[src/rtl/riscv_pkg.sv]
// Shared RISC-V core definitions: datapath width, reset PC and the fetch buffer entry.
package riscv_pkg;

  localparam int XLEN = 32;
  localparam logic [XLEN-1:0] RESET_PC_DEFAULT = 32'h0000_0000;

  typedef logic [XLEN-1:0] instr_t;

  typedef struct packed {
    instr_t          instr;
    logic [XLEN-1:0] pc;
    logic [XLEN-1:0] pc_plus4;
  } fetch_entry_t;

  function automatic logic [XLEN-1:0] pc_inc(input logic [XLEN-1:0] pc);
    return pc + 32'd4;
  endfunction

  function automatic logic [XLEN-1:0] pc_align(input logic [XLEN-1:0] pc);
    return pc & 32'hFFFF_FFFC;
  endfunction

endpackage

[src/rtl/fetch_fifo.sv]
// Show-ahead synchronous FIFO between fetch and decode; clear empties it in one cycle.
module fetch_fifo #(
  parameter int DEPTH = 2,
  parameter int WIDTH = 96
) (
  input  logic                   clk,
  input  logic                   reset,
  input  logic                   push,
  input  logic [WIDTH-1:0]       push_data,
  input  logic                   pop,
  input  logic                   clear,
  output logic [WIDTH-1:0]       head_data,
  output logic                   full,
  output logic                   empty,
  output logic [$clog2(DEPTH):0] count
);

  localparam int PTR_W = (DEPTH > 1) ? $clog2(DEPTH) : 1;
  localparam int CNT_W = $clog2(DEPTH) + 1;

  logic [WIDTH-1:0] mem_r [DEPTH];
  logic [PTR_W-1:0] wr_ptr_r;
  logic [PTR_W-1:0] rd_ptr_r;
  logic [CNT_W-1:0] count_r;
  logic             do_push_s;
  logic             do_pop_s;

  function automatic logic [PTR_W-1:0] ptr_inc(input logic [PTR_W-1:0] ptr);
    if (ptr == PTR_W'(DEPTH - 1)) begin
      return '0;
    end else begin
      return ptr + PTR_W'(1'b1);
    end
  endfunction

  assign full      = (count_r == CNT_W'(DEPTH));
  assign empty     = (count_r == '0);
  assign count     = count_r;
  assign head_data = mem_r[rd_ptr_r];
  assign do_pop_s  = pop && !empty;
  // A push into a full FIFO is legal only when the head leaves in the same cycle.
  assign do_push_s = push && (!full || do_pop_s);

  // Storage, pointers and occupancy; clear takes priority over push and pop.
  always_ff @(posedge clk or posedge reset) begin
    if (reset) begin
      for (int i = 0; i < DEPTH; i++) begin
        mem_r[i] <= '0;
      end
      wr_ptr_r <= '0;
      rd_ptr_r <= '0;
      count_r  <= '0;
    end else if (clear) begin
      wr_ptr_r <= '0;
      rd_ptr_r <= '0;
      count_r  <= '0;
    end else begin
      if (do_push_s) begin
        mem_r[wr_ptr_r] <= push_data;
        wr_ptr_r        <= ptr_inc(wr_ptr_r);
      end
      if (do_pop_s) begin
        rd_ptr_r <= ptr_inc(rd_ptr_r);
      end
      count_r <= count_r + CNT_W'(do_push_s) - CNT_W'(do_pop_s);
    end
  end

endmodule

[src/rtl/fetch_unit.sv]
// Instruction fetch stage: owns the PC, issues credit-limited in-order imem
// requests, and buffers returned words with their PC for decode.
module fetch_unit
  import riscv_pkg::*;
#(
  parameter logic [XLEN-1:0] RESET_PC = RESET_PC_DEFAULT,
  parameter int              DEPTH    = 2
) (
  input  logic            clk,
  input  logic            reset,
  input  logic            redirect_valid,
  input  logic [XLEN-1:0] redirect_pc,
  output logic            imem_req_valid,
  input  logic            imem_req_ready,
  output logic [XLEN-1:0] imem_req_addr,
  input  logic            imem_rsp_valid,
  input  instr_t          imem_rsp_data,
  output logic            instr_valid,
  input  logic            instr_ready,
  output instr_t          instr,
  output logic [XLEN-1:0] instr_pc,
  output logic [XLEN-1:0] instr_pc_plus4
);

  localparam int CNT_W = $clog2(DEPTH) + 1;
  localparam int CRD_W = CNT_W + 1;

  logic [XLEN-1:0]  pc_r;
  logic [XLEN-1:0]  pc_next_s;
  logic [XLEN-1:0]  rsp_pc_r;
  logic [XLEN-1:0]  rsp_pc_next_s;
  logic [CNT_W-1:0] outstanding_r;
  logic [CNT_W-1:0] outstanding_next_s;
  logic [CNT_W-1:0] drop_cnt_r;
  logic [CNT_W-1:0] drop_cnt_next_s;
  logic [CNT_W-1:0] occupancy_s;
  logic [CRD_W-1:0] credit_s;
  logic             accept_s;
  logic             pop_s;
  logic             push_s;
  logic             empty_s;
  logic             unused_full_s;
  fetch_entry_t     push_entry_s;
  fetch_entry_t     head_entry_s;

  assign pop_s          = instr_valid && instr_ready;
  // Same-cycle pop frees a slot, so DEPTH=2 sustains one fetch per cycle.
  assign credit_s       = CRD_W'(outstanding_r) + CRD_W'(occupancy_s) - CRD_W'(pop_s);
  assign imem_req_valid = !reset && (credit_s < CRD_W'(DEPTH));
  assign imem_req_addr  = pc_r;
  assign accept_s       = imem_req_valid && imem_req_ready;
  // rsp_pc_r tracks the address of the next response that will be kept.
  assign push_s         = imem_rsp_valid && (drop_cnt_r == '0) && !redirect_valid;
  assign push_entry_s   = '{instr: imem_rsp_data, pc: rsp_pc_r, pc_plus4: pc_inc(rsp_pc_r)};

  // Next PC, response tail PC, in-flight count and stale-response count.
  always_comb begin
    pc_next_s          = pc_r;
    rsp_pc_next_s      = rsp_pc_r;
    drop_cnt_next_s    = drop_cnt_r;
    outstanding_next_s = outstanding_r + CNT_W'(accept_s) - CNT_W'(imem_rsp_valid);
    if (redirect_valid) begin
      pc_next_s       = pc_align(redirect_pc);
      rsp_pc_next_s   = pc_align(redirect_pc);
      drop_cnt_next_s = outstanding_next_s;
    end else begin
      if (accept_s) begin
        pc_next_s = pc_inc(pc_r);
      end else begin
        pc_next_s = pc_r;
      end
      if (push_s) begin
        rsp_pc_next_s = pc_inc(rsp_pc_r);
      end else begin
        rsp_pc_next_s = rsp_pc_r;
      end
      if (imem_rsp_valid && (drop_cnt_r != '0)) begin
        drop_cnt_next_s = drop_cnt_r - CNT_W'(1'b1);
      end else begin
        drop_cnt_next_s = drop_cnt_r;
      end
    end
  end

  // Fetch control registers.
  always_ff @(posedge clk or posedge reset) begin
    if (reset) begin
      pc_r          <= RESET_PC;
      rsp_pc_r      <= RESET_PC;
      outstanding_r <= '0;
      drop_cnt_r    <= '0;
    end else begin
      pc_r          <= pc_next_s;
      rsp_pc_r      <= rsp_pc_next_s;
      outstanding_r <= outstanding_next_s;
      drop_cnt_r    <= drop_cnt_next_s;
    end
  end

  fetch_fifo #(
    .DEPTH (DEPTH),
    .WIDTH ($bits(fetch_entry_t))
  ) u_fifo (
    .clk       (clk),
    .reset     (reset),
    .push      (push_s),
    .push_data (push_entry_s),
    .pop       (pop_s),
    .clear     (redirect_valid),
    .head_data (head_entry_s),
    .full      (unused_full_s),
    .empty     (empty_s),
    .count     (occupancy_s)
  );

  assign instr_valid    = !empty_s;
  assign instr          = head_entry_s.instr;
  assign instr_pc       = head_entry_s.pc;
  assign instr_pc_plus4 = head_entry_s.pc_plus4;

endmodule

[config.mk]
export PLATFORM = sky130hd
export DESIGN_NAME = fetch_unit
export DESIGN_NICKNAME = d
export VERILOG_FILES = /design/src/rtl/riscv_pkg.sv /design/src/rtl/fetch_fifo.sv /design/src/rtl/fetch_unit.sv
export SDC_FILE = /design/constraint.sdc
export NUM_CORES = 1
export LEC_CHECK = 0
export ABC_AREA = 1
export BUFFER_PORTS_ARGS = -buffer_cell sky130_fd_sc_hd__buf_2
export CORE_UTILIZATION = 50
export DETAILED_ROUTE_END_ITERATION = 10
export PLACE_DENSITY = 0.74
export REMOVE_ABC_BUFFERS = 1
export SKIP_LAST_GASP = 1
export SLEW_MARGIN = 0
export SYNTH_ARGS = -nofsm -noshare
export SYNTH_HDL_FRONTEND = slang
export SYNTH_SLANG_ARGS = --single-unit
[constraint.sdc]
create_clock -name clk -period 9.8 [get_ports clk]
set_input_delay 0.98 -clock clk [delete_from_list [all_inputs] [get_ports clk]]
set_output_delay 0.98 -clock clk [all_outputs]
set_load 0.05 [all_outputs]
* Word level (Yosys, flattened, before mapping) *
Index checks and enable logic that the tools add are counted.

storage, ports and cells
  logic and storage cells = 70
  output and inout port bits = 130
  register bits = 264
  input bits = 70

cells by class
  equality and inequality tests = 1
  add/subtract/negate cells = 11
  magnitude comparators = 4
  multiplexer cells = 19
  reduce and logical (&&, ||, !) cells = 23
  bitwise operators = 3

operator list
  kind                     number
  $mux W96                 4
  $bwmux W192              1
  $mux W32                 4
  $demux W96 S1            1
  $add A32 B3 Y32 const B  2
  $reduce_bool A2 Y1       6
  $logic_and A1 B1 Y1      9
  $mux W1                  6
  $mux W2                  3
  $add A2 B1 Y2            2
  $ge A2 B2 Y1 const B     2
  $logic_not A1 Y1         4
  $logic_not A2 Y1         2
  $not A1 Y2               2
  $sub A2 B1 Y2            2
  $add A2 B2 Y3            1
  $lt A3 B2 Y1 const B     1
  $sub A3 B1 Y3            1
  $add A1 B1 Y1 const B    2
  $eq A2 B2 Y1 const B     1
  $lt A2 B1 Y1 const B     1
  $reduce_and A2 Y1        1
  $sub A2 B1 Y2 const B    1
  $logic_or A1 B1 Y1       1
  $not A1 Y1               1

* Logic depth before layout (Yosys ltp) *
  depth in word-level cells = 10
  mapped depth = 19
  depth with buffers taken out = 19

* By module *
From an unflattened synthesis, not the netlist that was laid out.

unflattened totals
  cells, all modules = 1,937
  area total of the unflattened synthesis = 14,154.8 um^2

modules (own cells, without submodules)
  module      sequential area each (um^2)  instances  cells each  area each (um^2)
  fetch_fifo  4,904.7                      1          1,198       9,252.6
  fetch_unit  1,601.5                      1          739         4,902.2

* Worst setup path after synthesis *
No wires, ideal clock.

  path kind = input to register
  from = input reset
  to = register drop_cnt_r[1]
  arrival time = 8.793 ns
  path buffers = 0
  library setup time = 0.142 ns
  required time = 9.658 ns
  setup slack = 0.865 ns
  cell stages on the path = 11
  cells stage by stage = inv_1 -> o21ai_0 -> nor2_1 -> nand2_1 -> ha_1 -> inv_1 -> ha_1 -> xnor2_1 -> xnor2_1 -> nand2_1 -> o221ai_1

between the ends
  longest elaborated chain between the ends = 6

ends and longest elaborated chain
  item                        line              RTL
  start: declaration          fetch_unit.sv:10  input logic reset,
  $logic_not A1 Y1 (no line)  --
  $logic_and A1 B1 Y1         fetch_unit.sv:49  assign imem_req_valid = !reset && (credit_s < CRD_W'(DEPTH));
  net imem_req_valid          fetch_unit.sv:13  output logic imem_req_valid,
  $logic_and A1 B1 Y1         fetch_unit.sv:51  assign accept_s = imem_req_valid && imem_req_ready;
  $add A2 B1 Y2               fetch_unit.sv:61  outstanding_next_s = outstanding_r + CNT_W'(accept_s) - CNT_W'(imem_rsp_valid);
  $sub A2 B1 Y2               fetch_unit.sv:61
  net outstanding_next_s[1]   fetch_unit.sv:33  logic [CNT_W-1:0] outstanding_next_s;
  $mux W2                     fetch_unit.sv:62  if (redirect_valid) begin
  end signal: assignment      fetch_unit.sv:96  drop_cnt_r <= drop_cnt_next_s;
  end: declaration            fetch_unit.sv:34  logic [CNT_W-1:0] drop_cnt_r;

The timed path passes the listed nets, and every way through them passes these cells.
A chain may end at the register's enable or synchronous reset.

* Worst setup path after layout *
  from = input redirect_valid
  to = register u_fifo.mem_r[110] (netlist bit)

between the ends
  longest elaborated chain between the ends = 4
  elaborated cells between the ends (all ways) = 5
  those cells by class = bitwise: 1; reduce/logical: 4

ends and longest elaborated chain
  item                             line              RTL
  start: declaration               fetch_unit.sv:11  input logic redirect_valid,
  $logic_not A1 Y1                 fetch_unit.sv:53  assign push_s = imem_rsp_valid && (drop_cnt_r == '0) && !redirect_valid;
  $logic_and A1 B1 Y1              fetch_unit.sv:53
  $logic_and A1 B1 Y1              fetch_fifo.sv:42  assign do_push_s = push && (!full || do_pop_s);
  $reduce_and A2 Y1 (no line) (*)  --
  end signal: indexed assignment   fetch_fifo.sv:59  mem_r[wr_ptr_r] <= push_data;
  end: declaration                 fetch_fifo.sv:21  logic [WIDTH-1:0] mem_r [DEPTH];

Mark *: on every way between the ends. The rest lies on a longest branch, timed or not.

==> results by group <==
Floorplan
  • Die Y: 161 um
  • Die width: 161 um
  • Initial Util: about half
  • Die area: 25800 um2
  • Core area: 24500 um2
  • Ports: 200
  • # rows: 57

Final layout
  • Commonest non-fill, non-tap cell in the layout: nand2_1
  • Number of antenna cells inserted: 0
  • Share of cells above drive strength 1: 14.2%
  • Final std cells w/o fill: between 2k and 2.5k
  • Nets: 1904
  • Most frequent cells in the layout: nand2_1, dfrtp_1, o21ai_0
  • Area delta synth->final: 15.8%
  • Core Util, Final: roughly 60%
  • Final instance area: 14600 um2

Clock tree
  • Clk root buf: clkbuf_16
  • Resized Gates After CTS: 0
  • Hold_buf cts: 0
  • Clock Sinks: 252
  • Htree depth: 1
  • Clk_lat worst skew: 0.55 ns
  • CTS max path bufs: 3
  • Post-CTS Setup Bufs: 0
  • CTS tree: done
  • Clk slew on worst S/H paths: 0.06 ns
  • Num CTS Buffers: 28

Drt
  • Final wirelength: 32700 um
  • Wirelength per Cell: roughly 15 um
  • # DRC: 0
  • Routed Antenna Nets: 0
  • DR pass1 iterations: 5
  • Total number of vias: 11.0k
  • Via density: 5.09
  • Iteration-0 DRC count of the detailed router: 891

Place
  • HPWL after detailed placement: around 22000 um
  • Placed cell count: about 2.1k
  • Routability cong.: about 0.92
  • Dpl cell area: approximately 14000 um2
  • Post-Place Setup Slack: between 5 and 6 ns
  • Port Buffers: 191

Critical path
  • CP max FO: 80
  • Most frequent CP cell: nor2_4
  • CP required: 10.20 ns
  • Critical Path Max Stage Delay: about 0.75 ns
  • Cell family with most CP delay: simple AND/OR/NAND/NOR gates
  • Startpoint Class: input pin
  • CP Data Arrival Time: 4.33 ns
  • Nature of the critical path endpoint: flop
  • CP cell instances: buf_2 -> nor2_4 -> nand2_4 -> nor2_4 -> buf_4 -> inv_2 -> nand2_1 -> o21ai_0
  • Worst Setup Path Type: in2reg
  • Worst Path Buf+Inv: 3
  • Slowest cell on the critical path: nor2_4

Timing
  • Slew Limit Fails: 0
  • RSZ-0062 raised after global routing: no
  • Clock period minus worst slack: about 4 ns
  • Final period util: 40.1%
  • Slew HR: about a third
  • Final setup fails: 0
  • Max frequency: 0.255 GHz
  • Final WS setup: 5.87 ns
  • Hold WS: 0.470 ns
  • Fin. Hold Viols: 0
  • Setup Skew: 0.0136 ns
  • Setup TNS: 0 ns
  • Slew @ Worst Pin: 1.00 ns

GRT
  • Initial antenna violation count: 0
  • Global-route wire length before repair: 53800 um
  • Pin count of the biggest net entering global routing: 116
  • Gr ovfl total: 0
  • Number of global-route vias before repair: 10.6k
  • Total GRT Usage: between 20% and 30%

Pwr
  • Worst IR Drop VDD: 0.213 mV
  • Pleak: 7.47 nW
  • Pwr Total: just under 5 mW
  • Power Dens Cells: approximately 330 nW/um2

Synthesis
  • EDFF count, synth: 0
  • Yosys cell types: 40
  • Ys async rst share: 100%
  • Sequential share of the synthesized area: 50.0%
  • Mapped Cells: 1668
  • Ys Warns: 0
  • Synthesized area per cell: between 7 and 8 um2
  • Synth Cell Area: 12600 um2
  • Post-synth top flop: dfrtp_1
  • Flops & latches, synth: 252

Run status
  • Outcome: finished clean

Run
  • Max Cap Viol: 0

Hold path
  • HP Class: reg2reg
-- Yosys cell counts (12+ instances only) --
| master | number | area [um2] |
|---|---|---|
| o21ai_1 | 21 | 105 |
| nand2_1 | 709 | 2660 |
| nand3_1 | 56 | 280 |
| xor2_1 | 30 | 263 |
| nor2_1 | 70 | 263 |
| buf_2 | 19 | 95.1 |
| inv_1 | 171 | 642 |
| clkbuf_1 | 41 | 154 |
| nor3_1 | 12 | 60.1 |
| dfrtp_1 | 252 | 6310 |
| o211ai_1 | 16 | 120 |
| o21ai_0 | 193 | 966 |
-- area by class of cell --
class                   count  area, um2
well taps                 324        405
fillers                  2276       9930
multi-input cells        1169       5250
clock buffers              43        827
clock inverters             7        128
repair buffers            199       1020
inverters                 174        662
flip-flops and latches    252       6310
-- power by group --
| group | switching [mW] | internal [mW] | leakage (nW) |
|---|---|---|---|
| sequential | 0.238 | 1.43 | 3.20 |
| combinational | 1.61 | 0.489 | 3.80 |
| clock | 0.422 | 0.659 | 0.468 |
-- metal layers --
metal	track usage [%]	vias to the layer above	wire (um)
li1	-	5479	-
met1	37.5	5139	15300
met2	40.5	363	14400
met3	4.03	44	2320
met4	6.69	0	726
met5	0	-	0
-- path summary, 6_finish.rpt --
path                                 start                end  slack (ns)  cells past startpoint
max                         redirect_valid  u_fifo.mem_r[110]        5.87                      8
min in group asynchronous            reset   u_fifo.mem_r[74]        0.56                      2
min reg2reg                u_fifo.mem_r[7]    u_fifo.mem_r[7]        0.47                      2
min                        u_fifo.mem_r[7]    u_fifo.mem_r[7]        0.47                      2
max in group asynchronous            reset  u_fifo.mem_r[146]        6.95                      4
max reg2reg                  drop_cnt_r[0]  u_fifo.mem_r[110]        6.02                     10
-- flip-flops by register name, summed over array words and instances, names as in the netlist --
signal and flops:
u_fifo.count 2, u_fifo.mem_r 184, rsp_pc_r 30, outstanding_r 2, u_fifo.wr_ptr_r 1, u_fifo.rd_ptr_r 1, drop_cnt_r 2, imem_req_addr 30
-- cell families after synthesis --
group	after synthesis	synth area share (%)
other cells	1	0.0298
flops	252	50.0
buf+inv	252	8.47
simple gates	873	27.6
compound gates	243	10.2
fa+ha+maj	10	1.05
xor+xnor	37	2.63
-- worst min-delay path, delay by kind of cell, from the launching register on --
| family | cells | cell delay (ns) |
|---|---|---|
| flops | 1 | 0.34 |
| simple gates | 2 | 0.10 |
Power figures use the tool's default switching activity.
